==> src/rtl/fifo_rd_stream.sv <==
// Read-side stream controller for the control FIFO: drains tile_words words into a valid/ready stream.
// Optional build macro RD_BYTE_SWAP_EN byte-reverses each FIFO word on capture.
module fifo_rd_stream #(
  parameter int DATA_W = 256,
  parameter int CNT_W  = 16
) (
  input  logic              clk,
  input  logic              rst,
  input  logic              start,
  input  logic [CNT_W-1:0]  tile_words,
  input  logic [DATA_W-1:0] fifo_rd_data,
  input  logic              fifo_empty,
  output logic              fifo_rd_en,
  output logic              m_valid,
  input  logic              m_ready,
  output logic [DATA_W-1:0] m_data,
  output logic              m_last,
  output logic              busy,
  output logic              done
);

  typedef enum logic [1:0] {IDLE, RUN, DRAIN, DONE} state_t;

  state_t            state, state_nxt;
  logic [CNT_W-1:0]  len, iss, acc, acc_nxt;
  logic [1:0]        occ, occ_nxt;
  logic              infl;
  logic [DATA_W-1:0] mem [2];
  logic              wr_ptr, rd_ptr;
  logic [DATA_W-1:0] in_word;
  logic              pop, wr, rd;
  logic [2:0]        room;

`ifdef RD_BYTE_SWAP_EN
  for (genvar i = 0; i < DATA_W/8; i++) begin : g_swap
    assign in_word[8*i +: 8] = fifo_rd_data[DATA_W-8-8*i +: 8];
  end
`else
  assign in_word = fifo_rd_data;
`endif

  // The word returning from the FIFO is visible on the stream in its arrival
  // cycle; it is only stored if it is not consumed right away.
  assign m_valid = (occ != 2'd0) || infl;
  assign m_data  = (occ == 2'd0 && infl) ? in_word : mem[rd_ptr];
  assign m_last  = m_valid && (acc == len - CNT_W'(1));

  assign pop     = m_valid && m_ready;
  assign wr      = infl && !(pop && occ == 2'd0);
  assign rd      = pop && (occ != 2'd0);
  assign occ_nxt = occ + {1'b0, wr} - {1'b0, rd};
  assign acc_nxt = acc + {{(CNT_W-1){1'b0}}, pop};
  assign room    = {1'b0, occ} + {2'b0, infl} - {2'b0, pop};

  always_ff @(posedge clk or posedge rst) begin
    if (rst) state <= IDLE;
    else     state <= state_nxt;
  end

  always_comb begin
    state_nxt = state;
    case (state)
      IDLE:  if (start) state_nxt = (tile_words == '0) ? DONE : RUN;
      RUN:   if (fifo_rd_en && (iss + CNT_W'(1)) == len) state_nxt = DRAIN;
      DRAIN: if (acc_nxt == len && occ_nxt == 2'd0) state_nxt = DONE;
      DONE:  state_nxt = IDLE;
      default: state_nxt = IDLE;
    endcase
  end

  always_comb begin
    fifo_rd_en = (state == RUN) && !fifo_empty && (iss < len) && (room < 3'd2);
    busy       = (state == RUN) || (state == DRAIN);
    done       = (state == DONE);
  end

  always_ff @(posedge clk or posedge rst) begin
    if (rst) begin
      len    <= '0;
      iss    <= '0;
      acc    <= '0;
      occ    <= '0;
      infl   <= 1'b0;
      wr_ptr <= 1'b0;
      rd_ptr <= 1'b0;
      mem[0] <= '0;
      mem[1] <= '0;
    end else begin
      if (state == IDLE && start) begin
        len <= tile_words;
        iss <= '0;
        acc <= '0;
      end else begin
        if (fifo_rd_en) iss <= iss + CNT_W'(1);
        acc <= acc_nxt;
      end
      infl <= fifo_rd_en;
      occ  <= occ_nxt;
      if (wr) begin
        mem[wr_ptr] <= in_word;
        wr_ptr      <= ~wr_ptr;
      end
      if (rd) rd_ptr <= ~rd_ptr;
    end
  end

endmodule

==> config.mk <==
export PLATFORM = sky130hd
export DESIGN_NAME = fifo_rd_stream
export DESIGN_NICKNAME = d
export VERILOG_FILES = /design/src/rtl/fifo_rd_stream.sv
export SDC_FILE = /design/constraint.sdc
export NUM_CORES = 1
export LEC_CHECK = 0
export BUFFER_PORTS_ARGS = -buffer_cell sky130_fd_sc_hd__buf_2
export CAP_MARGIN = 20
export CORE_AREA = 2 2 244 246
export CTS_BUF_LIST = sky130_fd_sc_hd__clkbuf_4
export DETAILED_ROUTE_END_ITERATION = 7
export DIE_AREA = 0 0 246 248
export MAX_ROUTING_LAYER = met4
export PLACE_DENSITY = 0.73
export SLEW_MARGIN = 20
export SYNTH_ARGS = -nofsm -noshare
export SYNTH_HDL_FRONTEND = slang
export SYNTH_SLANG_ARGS = --single-unit
==> constraint.sdc <==
create_clock -name clk -period 39.8 [get_ports clk]
set_input_delay 0 -clock clk [delete_from_list [all_inputs] [get_ports clk]]
set_output_delay 0 -clock clk [all_outputs]
set_load 0.05 [all_outputs]
==> qor.csv, run 1 <==
stage;metric;value;unit
critical_path;crit path kind;reg -> out;
yosys;post-synthesis sequential area ratio;50.2;%
clocking;Post CTS Setup Buffer Count;0;
yosys;top post-synthesis cells by area;dfrtp_1, mux2_2, mux2i_1, o21ai_0, nand2_1;
sta;Max Freq;208;MHz
yosys;Yosys cell types;55;
clocking;clk root buf;clkbuf_4;
sta;max_slew headroom;19.3;%
yosys;Post-Syn Nets;2754;
power_and_ir_drop;Clock power frac;15.0;%
route;drt first pass iters;7;
layout;# fillers;3872;
clocking;clk_lat worst skew;0.98;ns
clocking;Clk pin slew, worst setup/hold paths;0.06;ns
critical_path;worst-case reg-to-reg path depth;12;
grt;first-pass GRT wire length;139;mm
floorplan;Core Area;58500;sq um
yosys;synthesized area per cell;11.6;sq um
yosys;post-synthesis cell count;2448;
floorplan;Starting Density;48.4;%
clocking;CTS tree;built;
grt;total global-route track usage;29.7;%
sta;Fin. Hold Viols;0;
critical_path;Worst path max stage delay;0.97;ns
floorplan;I/O pin total;538;
clocking;hold buffer count at CTS;583;
route;Detail Route Antenna Nets;0;
critical_path;crit path launch type;register;
clocking;# clock sinks;567;
grt;vias in the first global route;26749;
power_and_ir_drop;Comb pwr share;55.5;%
place;Routability Congestion;0.868;
clocking;Clock Tree Buf Depth;3;
floorplan;row count;89;
hold_path;hold crit path type;in -> reg;
yosys;ys async rst share;100;%
power_and_ir_drop;P per Cell Area;87.8;nW/um^2
clocking;cts bufs inserted;151;
layout;fraction of layout cells with a size suffix above 1;36.2;%
yosys;synth warn;0;
route;drt total wl;89.4;mm
layout;fin nets;3872;
yosys;Commonest cells post-synth;dfrtp_1, mux2_2, nand2_1;
place;post-detail-place hpwl;47.7;mm
yosys;most common cell in the netlist;dfrtp_1;
route;vias per inst;5.58;
layout;Finished Layout Cells;4444;
power_and_ir_drop;Pint;1.74;mW
route;initial DRC count;1731;
sta;Final period util;12.1;%
grt;grt total ovfl;0;
layout;fin area;39200;sq um
grt;initial antenna violation count;4;
yosys;synthesized area;28300;sq um
power_and_ir_drop;share of power burned in registers;29.5;%
grt;largest net degree at the start of global routing;266;
yosys;Primary FF master, synth;dfrtp_1;
critical_path;CP max FO;57;
clocking;post-CTS resize count;0;
yosys;number of synthesized register bits;567;
hold_path;hold depth;7;
route;WL/cell;20.1;microns
sta;Worst Max-Slew Pin Slew;1.21;ns
critical_path;WP data arrival;4.80;ns
power_and_ir_drop;switching share of power;49.6;%
sta;setup TNS;0;ns
floorplan;Chip Height;248;microns
yosys;Yosys top cell area share;50.2;%
critical_path;Worst Path Required;39.80;ns
clocking;H-tree depth;4;
route;Residual DRC;0;
power_and_ir_drop;NetSw;1.71;mW
critical_path;crit end category;output port;
place;Port Buf Inserts;537;
critical_path;CP dominant cell by count;buf_4;
floorplan;Die X;246;microns
floorplan;die area;61000;sq um
place;Post-Place Cell Area;31500;sq um
run;Max-Cap Viols;0;
power_and_ir_drop;Max IR drop VDD;0.0000917;V
power_and_ir_drop;leak pwr;18.5;nW
sta;# setup viols final;0;
outcome;status;finished, final reports clean;
place;number of cells after detailed placement;3601;
critical_path;crit path max-delay cell type;dfrtp_4;
layout;area delta synth->final;38.7;%
critical_path;crit-path cells;buf_4 -> buf_4 -> mux2i_1 -> o21ai_0 -> buf_2;
sta;RSZ-0062 raised after global routing;no;
yosys;number of synthesized flops with an enable pin;0;
route;total number of vias;24787;
sta;Final Max Tran Viols;0;
sta;minimum clock period after layout;4.80;ns
yosys;Synth area leader;dfrtp_1;
power_and_ir_drop;total power;3.45;mW
sta;Clock Skew;0.0650;ns
-- cell usage in the layout (no fill, tap or decap), drive strengths merged, types with 12 or more instances in the layout --
master	instances
dlygate4sd3	583
dfrtp	567
buf	555
mux2	513
nand2	304
o21ai	286
mux2i	257
clkbuf	221
nor2	54
xnor2	48
inv	38
xor2	37
ha	28
clkinv	20
nand3	19
nand4	18
nor4	13
a21oi	12
nor3	12
-- flip-flops by register name, indices dropped and copies added, names as in the netlist --
register and count:
rd_ptr 1, acc 16, state 2, wr_ptr 1, iss 16, occ 2, mem 512, len 16
infl 1
-- layout make-up --
class / instances / area [sq um] / area share [%]
inverters: 33 / 136 / 0.348
repair buffers: 1138 / 8750 / 22.3
clock buffers: 221 / 1660 / 4.23
flip-flops and latches: 567 / 14200 / 36.2
well taps: 773 / 967 / 2.46
multi-input cells: 1675 / 13300 / 33.9
clock inverters: 31 / 210 / 0.536
diodes: 6 / 15.0 / 0.0383
-- worst paths after layout --
kind / to / from / slack [ns]
worst min register to register: mem[453]$_DFFE_PP0P_ / mem[453]$_DFFE_PP0P_ / 0.50
worst max register to register: state[0]$_DFFE_PP0P_ / occ[1]$_DFF_PP0_ / 35.54
max in group asynchronous: rd_ptr$_DFFE_PP0P_ / rst / 37.65
worst max-delay path: m_data[99] / rd_ptr$_DFFE_PP0P_ / 35.00
min in group asynchronous: mem[144]$_DFFE_PP0P_ / rst / 0.38
worst min-delay path: state[1]$_DFFE_PP0P_ / tile_words[13] / 0.14
-- power by group through the flow --
stage | Clock, mW | Combinational (mW) | Sequential, mW
final | 0.517 | 1.91 | 1.02
after global routing | 0.564 | 2.00 | 1.04
after floorplan | 0 | 1.43 | 0.943
after global placement | 0 | 1.76 | 0.988
after detailed placement | 0 | 1.79 | 1.01
after CTS | 0.523 | 1.86 | 0.999
-- per-stage QoR --
step,utilization [%],hold WS (ns),setup WS [ns]
3_3_place_gp,53.8,0.227,35.94
3_5_place_dp,53.8,0.229,35.94
4_1_cts,67.0,0.0123,34.93
6_report,67.1,0.136,35.00
2_1_floorplan,-,0.117,23.94
5_1_grt,67.1,0.0585,34.75
-- worst max-delay path: cells and delay by family, from the launching register on --
kind | cells | cell delay [ns]
DFF | 1 | 0.97
AOI/OAI and AO/OA | 1 | 0.50
buffers and inverters | 3 | 2.16
muxes | 1 | 0.19
-- layer usage --
layer,global-route usage (%),vias up,wire (microns)
met5,-,-,0
met2,49.1,1193,45200
met4,17.7,0,4860
met3,7.94,398,6330
li1,-,10946,-
met1,32.1,12250,33000
-- logic make-up (layout without fill, tap and decap cells) --
| family | Yosys count | after routing | share of synthesized area [%] |
|---|---|---|---|
| xor+xnor | 85 | 85 | 2.63 |
| simple gates | 455 | 455 | 7.10 |
| other cells | 0 | 6 | 0 |
| fa+ha+maj | 29 | 29 | 1.31 |
| buf+inv | 206 | 1423 | 2.87 |
| compound gates | 335 | 335 | 6.33 |
| mux | 771 | 771 | 29.6 |
| flops | 567 | 567 | 50.2 |
Note: power is estimated with default switching activity, not from simulation.
==> run 2: changes to the inputs <==
==> constraint.sdc (replaced) <==
create_clock -name clk -period 4.85 [get_ports clk]
set_input_delay 0 -clock clk [delete_from_list [all_inputs] [get_ports clk]]
set_output_delay 0 -clock clk [all_outputs]
set_load 0.05 [all_outputs]
==> run 2 against run 1 <==
Worst hold slack improved by 0.032 ns. Clock skew is 0.015 ns higher. Worst setup slack got worse by 35 ns. Non-clock buffer count is 1 higher. Sequential power grew to 8.2 times the previous value. Power grew to 8.3 times the previous value. Sequential share of layout area down 0.14 points. Via count is 1.2% lower. Combinational power grew to 8.3 times the previous value.
==> qor.csv, run 2 (synthesis results as in run 1) <==
stage;metric;value;unit;change
place;post-detail-place hpwl;49.0;mm;was 47.7 mm
sta;# setup viols final;0;;unchanged
clocking;Post CTS Setup Buffer Count;0;;unchanged
sta;Worst Max-Slew Pin Slew;1.47;ns;was 1.21 ns
critical_path;CP max FO;13;;was 57
grt;first-pass GRT wire length;140;mm;was 139 mm
critical_path;WP data arrival;4.42;ns;was 4.80 ns
hold_path;hold crit path type;in -> reg;;unchanged
power_and_ir_drop;total power;28.5;mW;was 3.45 mW
layout;fin nets;3874;;was 3,872
sta;minimum clock period after layout;4.42;ns;
floorplan;Starting Density;48.4;%;unchanged
critical_path;crit path kind;reg -> out;;unchanged
sta;Final Max Tran Viols;0;;unchanged
sta;RSZ-0062 raised after global routing;no;;unchanged
run;Max-Cap Viols;0;;unchanged
layout;fraction of layout cells with a size suffix above 1;36.5;%;was 36.2%
layout;Biggest register;mem;;unchanged
layout;fin area;39400;sq um;was 39,200 sq um
clocking;# clock sinks;567;;unchanged
clocking;H-tree depth;4;;unchanged
floorplan;I/O pin total;538;;unchanged
route;drt first pass iters;7;;unchanged
critical_path;Worst Path Required;4.85;ns;was 39.80 ns
clocking;Clock Tree Buf Depth;3;;unchanged
grt;largest net degree at the start of global routing;245;;was 266
floorplan;Chip Height;248;microns;unchanged
clocking;Clk pin slew, worst setup/hold paths;0.06;ns;about the same
place;Port Buf Inserts;537;;unchanged
floorplan;Die X;246;microns;unchanged
grt;initial antenna violation count;4;;unchanged
route;total number of vias;24481;;was 24,787
outcome;status;finished, final reports clean;;unchanged
route;initial DRC count;1500;;was 1,731
route;routed wl met3;6.42;mm;was 6.33 mm
sta;Max Freq;226;MHz;
layout;Finished Layout Cells;4451;;was 4,444
route;drt total wl;90.5;mm;was 89.4 mm
clocking;clk root buf;clkbuf_4;;unchanged
power_and_ir_drop;P per Cell Area;725;nW/um^2;was 87.8 nW/um^2
place;number of cells after detailed placement;3612;;was 3,601
layout;Multi-input gate area;13300;sq um;unchanged
place;Post-Place Cell Area;31700;sq um;was 31,500 sq um
sta;WHS;0.168;ns;was 0.136 ns
sta;Final period util;91.2;%;
sta;Fin. Hold Viols;0;;unchanged
route;vias per inst;5.50;;was 5.58
sta;Clock Skew;0.0803;ns;was 0.0650 ns
clocking;cts bufs inserted;152;;was 151
route;Residual DRC;0;;unchanged
route;met2 WL;46.5;mm;was 45.2 mm
layout;final core utilization;67.4;%;was 67.1%
layout;Largest register FFs;512;;unchanged
route;Detail Route Antenna Nets;0;;unchanged
power_and_ir_drop;leak pwr;18.6;nW;was 18.5 nW
layout;commonest non-fill, non-tap cells in the layout;dlygate4sd3_1, dfrtp_1, buf_2;;unchanged
place;Routability Congestion;0.894;;was 0.868
floorplan;die area;61000;sq um;unchanged
route;Post-Route M1 WL;32.8;mm;was 33.0 mm
grt;grt total ovfl;0;;unchanged
layout;area delta synth->final;39.3;%;was 38.7%
route;WL/cell;20.3;microns;was 20.1 microns
critical_path;crit path launch type;register;;unchanged
sta;max_slew headroom;1.72;%;was 19.3%
route;DR top layer;met4;;unchanged
critical_path;crit end category;output port;;unchanged
grt;total global-route track usage;29.9;%;was 29.7%
floorplan;row count;89;;unchanged
power_and_ir_drop;Max IR drop VDD;0.000711;V;was 0.0000917 V
grt;vias in the first global route;26797;;was 26,749
layout;# fillers;3938;;was 3,872
layout;commonest non-fill, non-tap cell in the layout;dlygate4sd3_1;;unchanged
clocking;clk_lat worst skew;1.02;ns;was 0.98 ns
layout;Reg area;14200;sq um;unchanged
clocking;CTS tree;built;;unchanged
floorplan;Core Area;58500;sq um;unchanged
## run 2: changes by cell type in the layout (fill, tap and decap cells not counted), moves of 2 or more
cell           before  now
buf_12              4   15
dlygate4sd3_1     583  575
clkinv_2            1    4
buf_16              2    0
clkinv_1           16   18
inv_2               3    1
## run 2: repair_timing
item	4_1_cts	5_1_grt
hold endpoints to repair	989	0
gates resized for setup	0	0
hold buffers	575	0
## run 2: path summary, 6_finish.rpt
path	start	endpoint	slack, ns	cells past startpoint
worst max-delay path	occ[1]$_DFF_PP0_	fifo_rd_en	0.43	10
worst min-delay path	tile_words[11]	state[1]$_DFFE_PP0P_	0.17	7
worst max register to register	occ[1]$_DFF_PP0_	state[0]$_DFFE_PP0P_	0.75	12
worst min register to register	mem[184]$_DFFE_PP0P_	mem[184]$_DFFE_PP0P_	0.50	1
max in group asynchronous	rst	mem[139]$_DFFE_PP0P_	3.03	6
min in group asynchronous	rst	mem[270]$_DFFE_PP0P_	0.27	4
## run 2: power breakdown
part	leakage, nW	total [mW]	internal [mW]	switching, mW
clock network	1.15	4.41	2.27	2.14
registers	7.17	8.35	6.89	1.46
logic	10.2	15.8	5.21	10.6
total	18.6	28.5	14.4	14.2
## run 2: area by class of cell
cell class	count	share of cell area, %
diodes	5	0.0318
well taps	773	2.46
inverters	33	0.324
multi-input cells	1675	33.8
clock inverters	37	0.702
clock buffers	222	4.23
flip-flops and latches	567	36.0
repair buffers	1139	22.4
## run 2: routing by layer
metal  track usage, %  up-vias
met1             31.0    12012
li1                 -    10959
met4             17.7        0
met3             8.68      396
met2             50.6     1114
met5                -        -
## run 2: worst max-delay path: stages, from the launching register on
cell,delay (ns)
dfrtp_1,0.46
nor2_1,0.21
nand2_1,0.10
and2_1,0.19
ha_1,0.27
nor2b_1,0.14
fa_1,0.45
nor4b_1,0.25
nand4_1,0.44
inv_1,0.59
buf_2,0.37
## run 2: metrics by stage
step	setup slack [ns]	setup TNS, ns
floorplan	-2.87	-1628.22
global placement	1.29	0
detailed placement	1.12	0
CTS	0.222	0
global route	0.0207	0
finish	0.428	0
